## src/rtl/music_beat_ctrl.sv

```systemverilog
// music_beat_ctrl: song sequencer FSM stepping a quarter-beat index with play/pause/stop/loop control
module music_beat_ctrl #(
  parameter logic [31:0] BEAT_DIV = 32'd12_500_000,
  parameter logic [7:0] LAST_BEAT = 8'd255
) (
  input  logic       clk,
  input  logic       rst,
  input  logic       play,
  input  logic       pause_tgl,
  input  logic       stop,
  input  logic       loop_en,
  input  logic       key_active,
  output logic [7:0] beat_num,
  output logic       en_b,
  output logic       pause,
  output logic       busy,
  output logic       song_done
);
  typedef enum logic [1:0] {IDLE, PLAY, PAUSE} state_t;
  state_t state, state_n;
  logic [31:0] div_cnt, div_n;
  logic [7:0] beat_n;
  logic done_n, tick;
  assign tick = div_cnt == BEAT_DIV - 32'd1;
  assign pause = (state == PAUSE) | ((state == PLAY) & key_active);
  // next-state: stop beats play beats pause_tgl; a key press only freezes counting
  always_comb begin
    state_n = state;
    div_n = div_cnt;
    beat_n = beat_num;
    done_n = 1'b0;
    case (state)
      IDLE: begin
        div_n = '0;
        beat_n = '0;
        if (play) state_n = PLAY;
      end
      PLAY: begin
        if (stop) begin
          state_n = IDLE;
          div_n = '0;
          beat_n = '0;
        end else if (play) begin
          div_n = '0;
          beat_n = '0;
        end else if (pause_tgl) begin
          state_n = PAUSE;
        end else if (!key_active) begin
          div_n = tick ? '0 : div_cnt + 32'd1;
          if (tick && beat_num == LAST_BEAT) begin
            beat_n = '0;
            done_n = 1'b1;
            if (!loop_en) state_n = IDLE;
          end else if (tick) begin
            beat_n = beat_num + 8'd1;
          end
        end
      end
      PAUSE: begin
        if (stop) begin
          state_n = IDLE;
          div_n = '0;
          beat_n = '0;
        end else if (play || pause_tgl) begin
          state_n = PLAY;
        end
      end
      default: begin
        state_n = IDLE;
        div_n = '0;
        beat_n = '0;
      end
    endcase
  end
  // state and registered outputs; busy/en_b follow the state being entered
  always_ff @(posedge clk) begin
    if (rst) begin
      state <= IDLE;
      div_cnt <= '0;
      beat_num <= '0;
      en_b <= 1'b0;
      busy <= 1'b0;
      song_done <= 1'b0;
    end else begin
      state <= state_n;
      div_cnt <= div_n;
      beat_num <= beat_n;
      en_b <= state_n != IDLE;
      busy <= state_n != IDLE;
      song_done <= done_n;
    end
  end
endmodule

```

## config.mk

```make
export PLATFORM = sky130hd
export DESIGN_NAME = music_beat_ctrl
export DESIGN_NICKNAME = d
export VERILOG_FILES = /design/src/rtl/music_beat_ctrl.sv
export SDC_FILE = /design/constraint.sdc
export NUM_CORES = 1
export LEC_CHECK = 0
export BUFFER_PORTS_ARGS = -buffer_cell sky130_fd_sc_hd__clkbuf_2
export CAP_MARGIN = 20
export CORE_AREA = 2 2 93 50
export CTS_BUF_LIST = sky130_fd_sc_hd__clkbuf_4
export DETAILED_ROUTE_END_ITERATION = 16
export DIE_AREA = 0 0 95 52
export HOLD_SLACK_MARGIN = 0.03
export PLACE_DENSITY = 0.83
export RECOVER_POWER = 50
export SYNTH_ARGS = -nofsm -noshare
export SYNTH_HDL_FRONTEND = slang
export SYNTH_SLANG_ARGS = --single-unit
```

## constraint.sdc

```tcl
create_clock -name clk -period 2.5 [get_ports clk]
set_input_delay 0.125 -clock clk [delete_from_list [all_inputs] [get_ports clk]]
set_output_delay 0.125 -clock clk [all_outputs]
set_load 0.01 [all_outputs]
```

* Word level (Yosys, flattened, before mapping)
Cells that the tools add are included.
Cells by class: add/subtract/negate cells 2, reductions and logical operators 7, equal/unequal tests 8, multiplexer cells 26, bitwise gates (word level) 3
Operators with widths (count):
- $mux 32 | 6
- $pmux 32 s2 | 1
- $mux 8 | 7
- $add 32x1->32 const B | 1
- $eq 32x24->1 const B | 1
- $mux 2 | 9
- $pmux 8 s2 | 1
- $add 8x1->8 const B | 1
- $eq 8x8->1 const B | 1
- $ne 4x4->1 const B | 2
- $pmux 2 s3 | 1
- $reduce_or 6->1 | 1
- $ne 5x4->1 const B | 1
- $reduce_and 4->1 | 1
- $reduce_and 3->1 | 1
- $eq 2x1->1 const B | 1
- $eq 2x2->1 const B | 1
- $logic_not 2->1 | 1
- $ne 2x2->1 const B | 1
- $reduce_bool 2->1 | 1
- $and 1x1->1 | 1
- $logic_and 1x1->1 | 1
- $logic_or 1x1->1 | 1
- $mux 1 | 1
- 2 further kinds | 2
Storage, ports and cells: logic and storage cells 51, output and inout port bits 12, register bits 44

* Logic depth before layout (Yosys ltp)
Gate-level depths: netlist (run 1).
word-level depth 9, mapped depth 8, depth with buffers taken out 6

* Worst setup path after synthesis (run 1)
No wires, ideal clock.
kind reg2reg, start register beat_num[0], end register busy, cell stages (with the launch flop) 7, arrival time 1.912 ns, data required time 2.375 ns, setup slack 0.463 ns, cell sequence dfxtp_1 > ha_1 > nand3_1 > nor4_1 > nor3b_1 > a21oi_1 > o41a_1
On the way: word-level cells in the longest chain between the ends 9
Ends and longest elaborated chain:
- start: declaration | line 13 | output logic [7:0] beat_num,
- start signal: assignment | line 87 | beat_num <= beat_n;
- $eq 8x8->1 | line 50 | if (tick && beat_num == LAST_BEAT) begin
- $logic_and 1x1->1 | line 50
- $mux 2 | line 50
- $mux 2 | line 48 | end else if (!key_active) begin
- $mux 2 | line 46 | end else if (pause_tgl) begin
- $mux 2 | line 43 | end else if (play) begin
- $mux 2 | line 39 | if (stop) begin
- $pmux 2 s3 | line 32 | case (state)
- $reduce_bool 2->1 | line 89 | busy <= state_n != IDLE;
- end signal: assignment | line 82 | busy <= 1'b0;
- end signal: assignment | line 89
- end: declaration | line 16 | output logic busy,
No other way between the ends. A chain may end at the register's enable or synchronous reset.

* Worst setup path after layout (run 1)
start register div_cnt[27], end register div_cnt[7]
On the way: word-level cells in the longest chain between the ends 7
Ends and longest elaborated chain:
- start: declaration | line 21 | logic [31:0] div_cnt, div_n;
- start signal: assignment | line 86 | div_cnt <= div_n;
- $eq 32x24->1 | line 24 | assign tick = div_cnt == BEAT_DIV - 32'd1;
- $mux 32 | line 49 | div_n = tick ? '0 : div_cnt + 32'd1;
- $mux 32 | line 48
- $mux 32 | line 46
- $mux 32 | line 43
- $mux 32 | line 39
- $pmux 32 s2 | line 32
No other way between the ends. The select of a mux whose other input is x is not followed.

==> results.sh, run 1 <==
export IMPL_status="finished, final reports clean"
export IMPL_drt_vias_per_instance=6.09
export IMPL_cts_made_buffers=5
export IMPL_min_period_over_period_pct=93.7
export IMPL_drive_above_1_share_pct=12.3
export IMPL_synth_top_flop_cell="dfxtp_1"
export IMPL_initial_core_util_pct=57.7
export IMPL_skew_ns=0.0258
export IMPL_grt_use_total_pct=26.2
export IMPL_die_height_um=52
export IMPL_fp_dieW_um=95
export IMPL_path_cells="or4_4, nor4_2, nand2_1, a21oi_1, buf_2, nor2_1"
export IMPL_routed_wl_um=6030
export IMPL_num_vias=2321
export IMPL_cts_num_sinks=44
export IMPL_worstHoldPathType="primary input to flip-flop"
export IMPL_crit_required_ns=2.74
export IMPL_drt_first_pass_iters=5
export IMPL_antenna_found_initial=0
export IMPL_insertedDiodeCount=0
export IMPL_setup_tns_ns=0
export IMPL_area_delta_synth_final_pct=10.6
export IMPL_yosysSeqAreaShare_pct=36.4
export IMPL_route_detailed_drc=0
export IMPL_power_density_nw_per_um2=419
export IMPL_async_flop_share_pct=0
export IMPL_grt_pass1_vias=1954
export IMPL_synth_area_um2=2420
export IMPL_worstSetupStartpointType="flip-flop"
export IMPL_critical_path_class="flip-flop to flip-flop"
export IMPL_p_total_w=0.00112
export IMPL_drv_cap=0
export IMPL_fmax_ghz=0.427
export IMPL_fill_cells=369
export IMPL_cp_slowest_stage_delay_ns=0.55
export IMPL_synth_seq_cells=44
export IMPL_ys_types=49
export IMPL_io_pins=19
export IMPL_tightest_slew_ns=0.432
export IMPL_period_minus_slack_ns=2.34
export IMPL_leakage_nw=0.811
export IMPL_synth_edff_count=0
export IMPL_layout_nets=332
export IMPL_syn_area_per_cell_um2=8.28
export IMPL_grt_first_pass_wirelength_um=9780
export IMPL_first_iter_violations=239
export IMPL_root_buffer="clkbuf_4"
export IMPL_h_tree_depth=2
export IMPL_cp_slowest_cell="or4_4"
export IMPL_dieArea_um2=4940
export IMPL_io_buffers=18
export IMPL_wire_per_inst_um=15.8
export IMPL_cts_tree="done"
export IMPL_postCtsSetupBuffers=0
export IMPL_rows=17
export IMPL_hold_viol=0
export IMPL_grt_max_degree=22
export IMPL_regArea_um2=881
export IMPL_cp_max_fo=21
export IMPL_relSlewSlack_pct=71.2
export IMPL_hpwl_um=4400
export IMPL_clk_pin_slew_worst_paths_ns=0.14
export IMPL_antenna_left=0
export IMPL_worstPathArrival_ns=2.58
export IMPL_multi_input_area_um2=1450
export IMPL_overflow=0
export IMPL_clock_latency_ns=0.38
export IMPL_clock_path_buffers=2
export IMPL_drv_slew=0
export IMPL_endpoint_kind="flip-flop"
export IMPL_max_vdd_ir_drop_mv=0.235
export IMPL_rsz0062_at_grt="no"
export IMPL_setup_viol=0
export IMPL_ys_warn_count=0
export IMPL_core_region_area_um2=4190
export IMPL_gp_congestion=0.959
export IMPL_netlist_instances=292
export IMPL_synth_nets=301
area by class of cell:
type / count / share of cell area (%)
timing repair buffer: 35 / 7.67
sequential: 44 / 32.9
multi-input combinational: 232 / 54.1
clock inverter: 3 / 0.514
tap: 57 / 2.67
inverter: 5 / 0.702
clock buffer: 5 / 1.40
critical path: cells and delay by family, from the launching register on:
kind	cells	cell delay [ns]
AO/OA/AOI/OAI	1	0.24
buffers and inverters	1	0.41
flip-flops	1	0.37
AND/OR/NAND/NOR	4	1.19
layer usage:
| layer | GRT usage (%) | part of all wire [%] |
|---|---|---|
| met1 | 42.0 | 52 |
| met2 | 34.4 | 38 |
| met3 | 5.22 | 8.7 |
| met4 | 7.00 | 1.1 |
| met5 | 0 | 0 |
layout by cell type, fill, tap and decap left out, types with 9 or more instances in the layout:
| master | count |
|---|---|
| a21oi_1 | 14 |
| buf_4 | 12 |
| clkbuf_1 | 12 |
| dfxtp_1 | 44 |
| nand2_1 | 20 |
| nand3_1 | 21 |
| nand4_1 | 20 |
| nor2_1 | 41 |
| nor4_1 | 10 |
| o21ai_0 | 11 |
| or3_1 | 12 |
| xnor2_1 | 9 |
| xor2_1 | 14 |
cells by family after synthesis:
kind of cell               synth area share, %
AOI/OAI and AO/OA                         10.9
xor gates and xnor gates                  8.33
adders and majority gates                 1.03
buffers and inverters                     3.26
DFF                                       36.4
muxes                                     1.29
and+or+nand+nor                           38.8
repair_timing:
item | 4_1_cts | 5_1_grt
endpoints found under the hold margin | 2 | 0
setup endpoints to repair | 0 | 1
gates resized for setup | 0 | 1
hold buffers | 3 | 0
state kept, by name (all words and copies together) (netlist names):
signal     flops
div_cnt       32
state          2
busy           1
beat_num       8
song_done      1
power breakdown:
group	internal, W	switching (W)
Clock	0.000104	0.000243
Sequential	0.000706	0.00000585
Combinational	0.0000233	0.0000386
per-stage QoR:
step	setup slack, ns	util, %	hold WS, ns	cells	instance area [um^2]
floorplan	0.463	-	0.194	292	2420
global placement	0.386	62.6	0.369	370	2630
detailed placement	0.222	62.6	0.367	370	2630
CTS	0.159	64.6	0.0946	381	2710
global route	0.0280	63.8	0.129	381	2680
finish	0.157	63.8	0.111	381	2680
cells in the mapped netlist, types with 3 or more instances:
master,count,area [um^2]
dfxtp_1,44,881
nand4_1,20,125
xnor2_1,9,78.8
buf_2,6,30.0
a31oi_1,5,31.3
or4_1,5,37.5
a21oi_1,14,70.1
nor4_1,10,62.6
or3_1,12,75.1
nor2_1,41,154
xor2_1,14,123
nand2_1,19,71.3
nand3_1,21,105
nor3_1,6,30.0
clkbuf_1,3,11.3
inv_1,5,18.8
nor3b_1,3,22.5
o21ai_0,11,55.1
and4_1,3,26.3
and3_1,5,31.3
final timing paths:
path	slack (ns)	start	cells past startpoint	endpoint
max	0.16	div_cnt[27]	6	div_cnt[7]
min	0.11	key_active	3	song_done
max reg2reg	0.16	div_cnt[27]	6	div_cnt[7]
min reg2reg	0.50	div_cnt[1]	2	div_cnt[1]
Note: power is estimated with default switching activity, not from simulation.
==> run 2, diff against run 1 <==
Settings changed: ABC_AREA from default to 1, CORE_AREA 2 2 93 50 to 2 2 97 52, DIE_AREA 0 0 95 52 to 0 0 99 54, PLACE_DENSITY 0.83 to 0.82, TNS_END_PERCENT from default to 50.
==> results.sh, run 2 <==
export IMPL_status="finished, final reports clean"
export IMPL_final_cell_mix="99 x nand2_1, 86 x nor2_1, 49 x inv_1, 44 x dfxtp_1, 32 x nand3_1"
export IMPL_drive_above_1_share_pct=9.07
export IMPL_grt_first_pass_wirelength_um=11200
export IMPL_whs_ns=0.0937
export IMPL_rsz0062_at_grt="no"
export IMPL_fp_dieW_um=99
export IMPL_fmax_ghz=0.457
export IMPL_worstHoldPathType="primary input to flip-flop"
export IMPL_largest_register_ffs=32
export IMPL_regMostFlops="div_cnt"
export IMPL_initial_core_util_pct=57.1
export IMPL_synth_top_area_share_pct=33.4
export IMPL_yosysSeqAreaShare_pct=33.4
export IMPL_synth_area_top_cells="dfxtp_1 33%, nand2_1 14%, nor2_1 12%, inv_1 7.0%, nand3_1 5.9%"
export IMPL_yosys_top_cells_count="97 x nand2_1, 83 x nor2_1, 49 x inv_1"
export IMPL_async_flop_share_pct=0
export IMPL_netlist_instances=408
export IMPL_min_delay_worst_endpoint="state[1]"
export IMPL_first_iter_violations=260
export IMPL_synth_seq_cells=44
export IMPL_dieArea_um2=5350
export IMPL_cts_made_buffers=5
export IMPL_startpoint="div_cnt[1]"
export IMPL_io_buffers=18
export IMPL_cp_max_fo=5
export IMPL_clock_latency_ns=0.36
export IMPL_crit_required_ns=2.81
export IMPL_drt_first_pass_iters=5
export IMPL_min_period_over_period_pct=87.4
export IMPL_synth_edff_count=0
export IMPL_routed_wl_um=6900
export IMPL_endpoint_kind="flip-flop"
export IMPL_drv_slew=0
export IMPL_ys_types=38
export IMPL_period_minus_slack_ns=2.19
export IMPL_relSlewSlack_pct=67.2
export IMPL_grt_pass1_vias=2236
export IMPL_ys_warn_count=0
export IMPL_reg_top3="div_cnt x32, beat_num x8, state x2"
export IMPL_tightest_slew_ns=0.488
export IMPL_synth_top_flop_cell="dfxtp_1"
export IMPL_fill_cells=470
export IMPL_route_detailed_drc=0
export IMPL_cts_tree="done"
export IMPL_setup_tns_ns=0
export IMPL_clock_path_buffers=2
export IMPL_drv_cap=0
export IMPL_hold_depth=4
export IMPL_drt_vias_per_instance=5.47
export IMPL_critical_path_class="flip-flop to flip-flop"
export IMPL_leakage_nw=1.05
export IMPL_antenna_found_initial=0
export IMPL_grt_use_total_pct=27.5
export IMPL_num_vias=2681
export IMPL_setup_viol=0
export IMPL_hold_viol=0
export IMPL_skew_ns=0.0103
export IMPL_syn_area_per_cell_um2=6.46
export IMPL_rows=18
export IMPL_yosysTopAreaCell="dfxtp_1"
export IMPL_final_common_cell="nand2_1"
export IMPL_clk_pin_slew_worst_paths_ns=0.14
export IMPL_layout_nets=438
export IMPL_worstPathArrival_ns=2.49
export IMPL_synth_area_um2=2640
export IMPL_power_density_nw_per_um2=402
export IMPL_root_buffer="clkbuf_4"
export IMPL_worstSetupStartpointType="flip-flop"
export IMPL_h_tree_depth=2
export IMPL_insertedDiodeCount=0
export IMPL_min_delay_start="pause_tgl"
export IMPL_r2r_end="div_cnt[22]"
export IMPL_wire_per_inst_um=14.1
export IMPL_antenna_left=0
export IMPL_synth_most_common_cell="nand2_1"
export IMPL_max_vdd_ir_drop_mv=0.284
export IMPL_cts_num_sinks=44
export IMPL_reg2regPathDepth=10
export IMPL_postCtsSetupBuffers=0
export IMPL_gp_congestion=0.920
export IMPL_overflow=0
export IMPL_area_delta_synth_final_pct=4.70
export IMPL_grt_max_degree=23
export IMPL_io_pins=19
export IMPL_core_region_area_um2=4620
export IMPL_synth_nets=417
export IMPL_worstReg2RegStart="div_cnt[1]"
export IMPL_rrSetupSlack_ns=0.31
export IMPL_die_height_um=54
export IMPL_hpwl_um=5490
## run 2: cell types whose count changed in the layout (fill, tap and decap cells not counted), moves of 6 or more
cell	before	now
inv_1	5	49
nand4_1	20	12
nand3_1	21	32
buf_4	12	0
nand2_1	20	99
nand2_2	0	6
or3_1	12	0
xnor2_1	9	2
nor4_1	10	2
nor2_1	41	86
xor2_1	14	5
## run 2: critical path: stages, from the launching register on
cell and delay [ns]:
dfxtp_1 0.38, ha_1 0.20, nand2_1 0.09, inv_1 0.10, nand3_1 0.11, nor2_1 0.29
nand3_2 0.14, nor2_1 0.35, nand3_2 0.12, or2_0 0.22, a21oi_1 0.12
## run 2: where the power goes
part	switching [W]	internal, W
clock	0.000237	0.000104
combinational	0.0000437	0.0000181
sequential	0.00000338	0.000705
## run 2: logic make-up (layout without fill, tap and decap cells)
logic type      after synthesis  after routing  share of synthesized area (%)
simple gates                261            261                           45.9
buf+inv                      60             82                           9.54
flops                        44             44                           33.4
fa+ha+maj                     2              2                          0.949
xor+xnor                      7              7                           2.32
compound gates               34             34                           7.92
## run 2: layer usage
layer  global-route usage, %  part of all wire [%]
met5                       0                     0
met3                    7.66                    12
met4                    6.39                  0.65
met2                    34.2                    35
met1                    44.3                    52
## run 2: timing repair
item / 4_1_cts / 5_1_grt
hold endpoints to repair: 2 / 0
resized for setup: 0 / 0
hold buffers: 1 / 0
## run 2: worst max path at each step
stage / end / slack (ns) / cells after the start
after global routing: div_cnt[24] / 0.15 / 10
final: div_cnt[22] / 0.31 / 10
after detailed placement: beat_num[3] / 0.44 / 10
after CTS: beat_num[3] / 0.41 / 10
after global placement: beat_num[3] / 0.45 / 10
after floorplan: div_cnt[14] / 0.91 / 11
## run 2: layout make-up
type / count / area (um^2) / area share (%)
multi-input cells: 304 / 1460 / 52.9
repair buffers: 19 / 85.1 / 3.08
inverters: 55 / 209 / 7.57
flip-flops and latches: 44 / 881 / 31.9
clock buffers: 5 / 37.5 / 1.36
clock inverters: 3 / 13.8 / 0.498
well taps: 60 / 75.1 / 2.72
## run 2: per-stage QoR
stage | utilization, % | setup WS (ns) | std cells | total power, W | instance area [um^2]
final | 59.8 | 0.314 | 490 | 0.00111 | 2760
after global routing | 59.8 | 0.153 | 490 | 0.00116 | 2760
after CTS | 61.1 | 0.411 | 490 | 0.00112 | 2820
after detailed placement | 59.8 | 0.436 | 481 | 0.000785 | 2760
after global placement | 59.8 | 0.449 | 481 | 0.000784 | 2760
after floorplan | - | 0.910 | 408 | 0.000768 | 2640
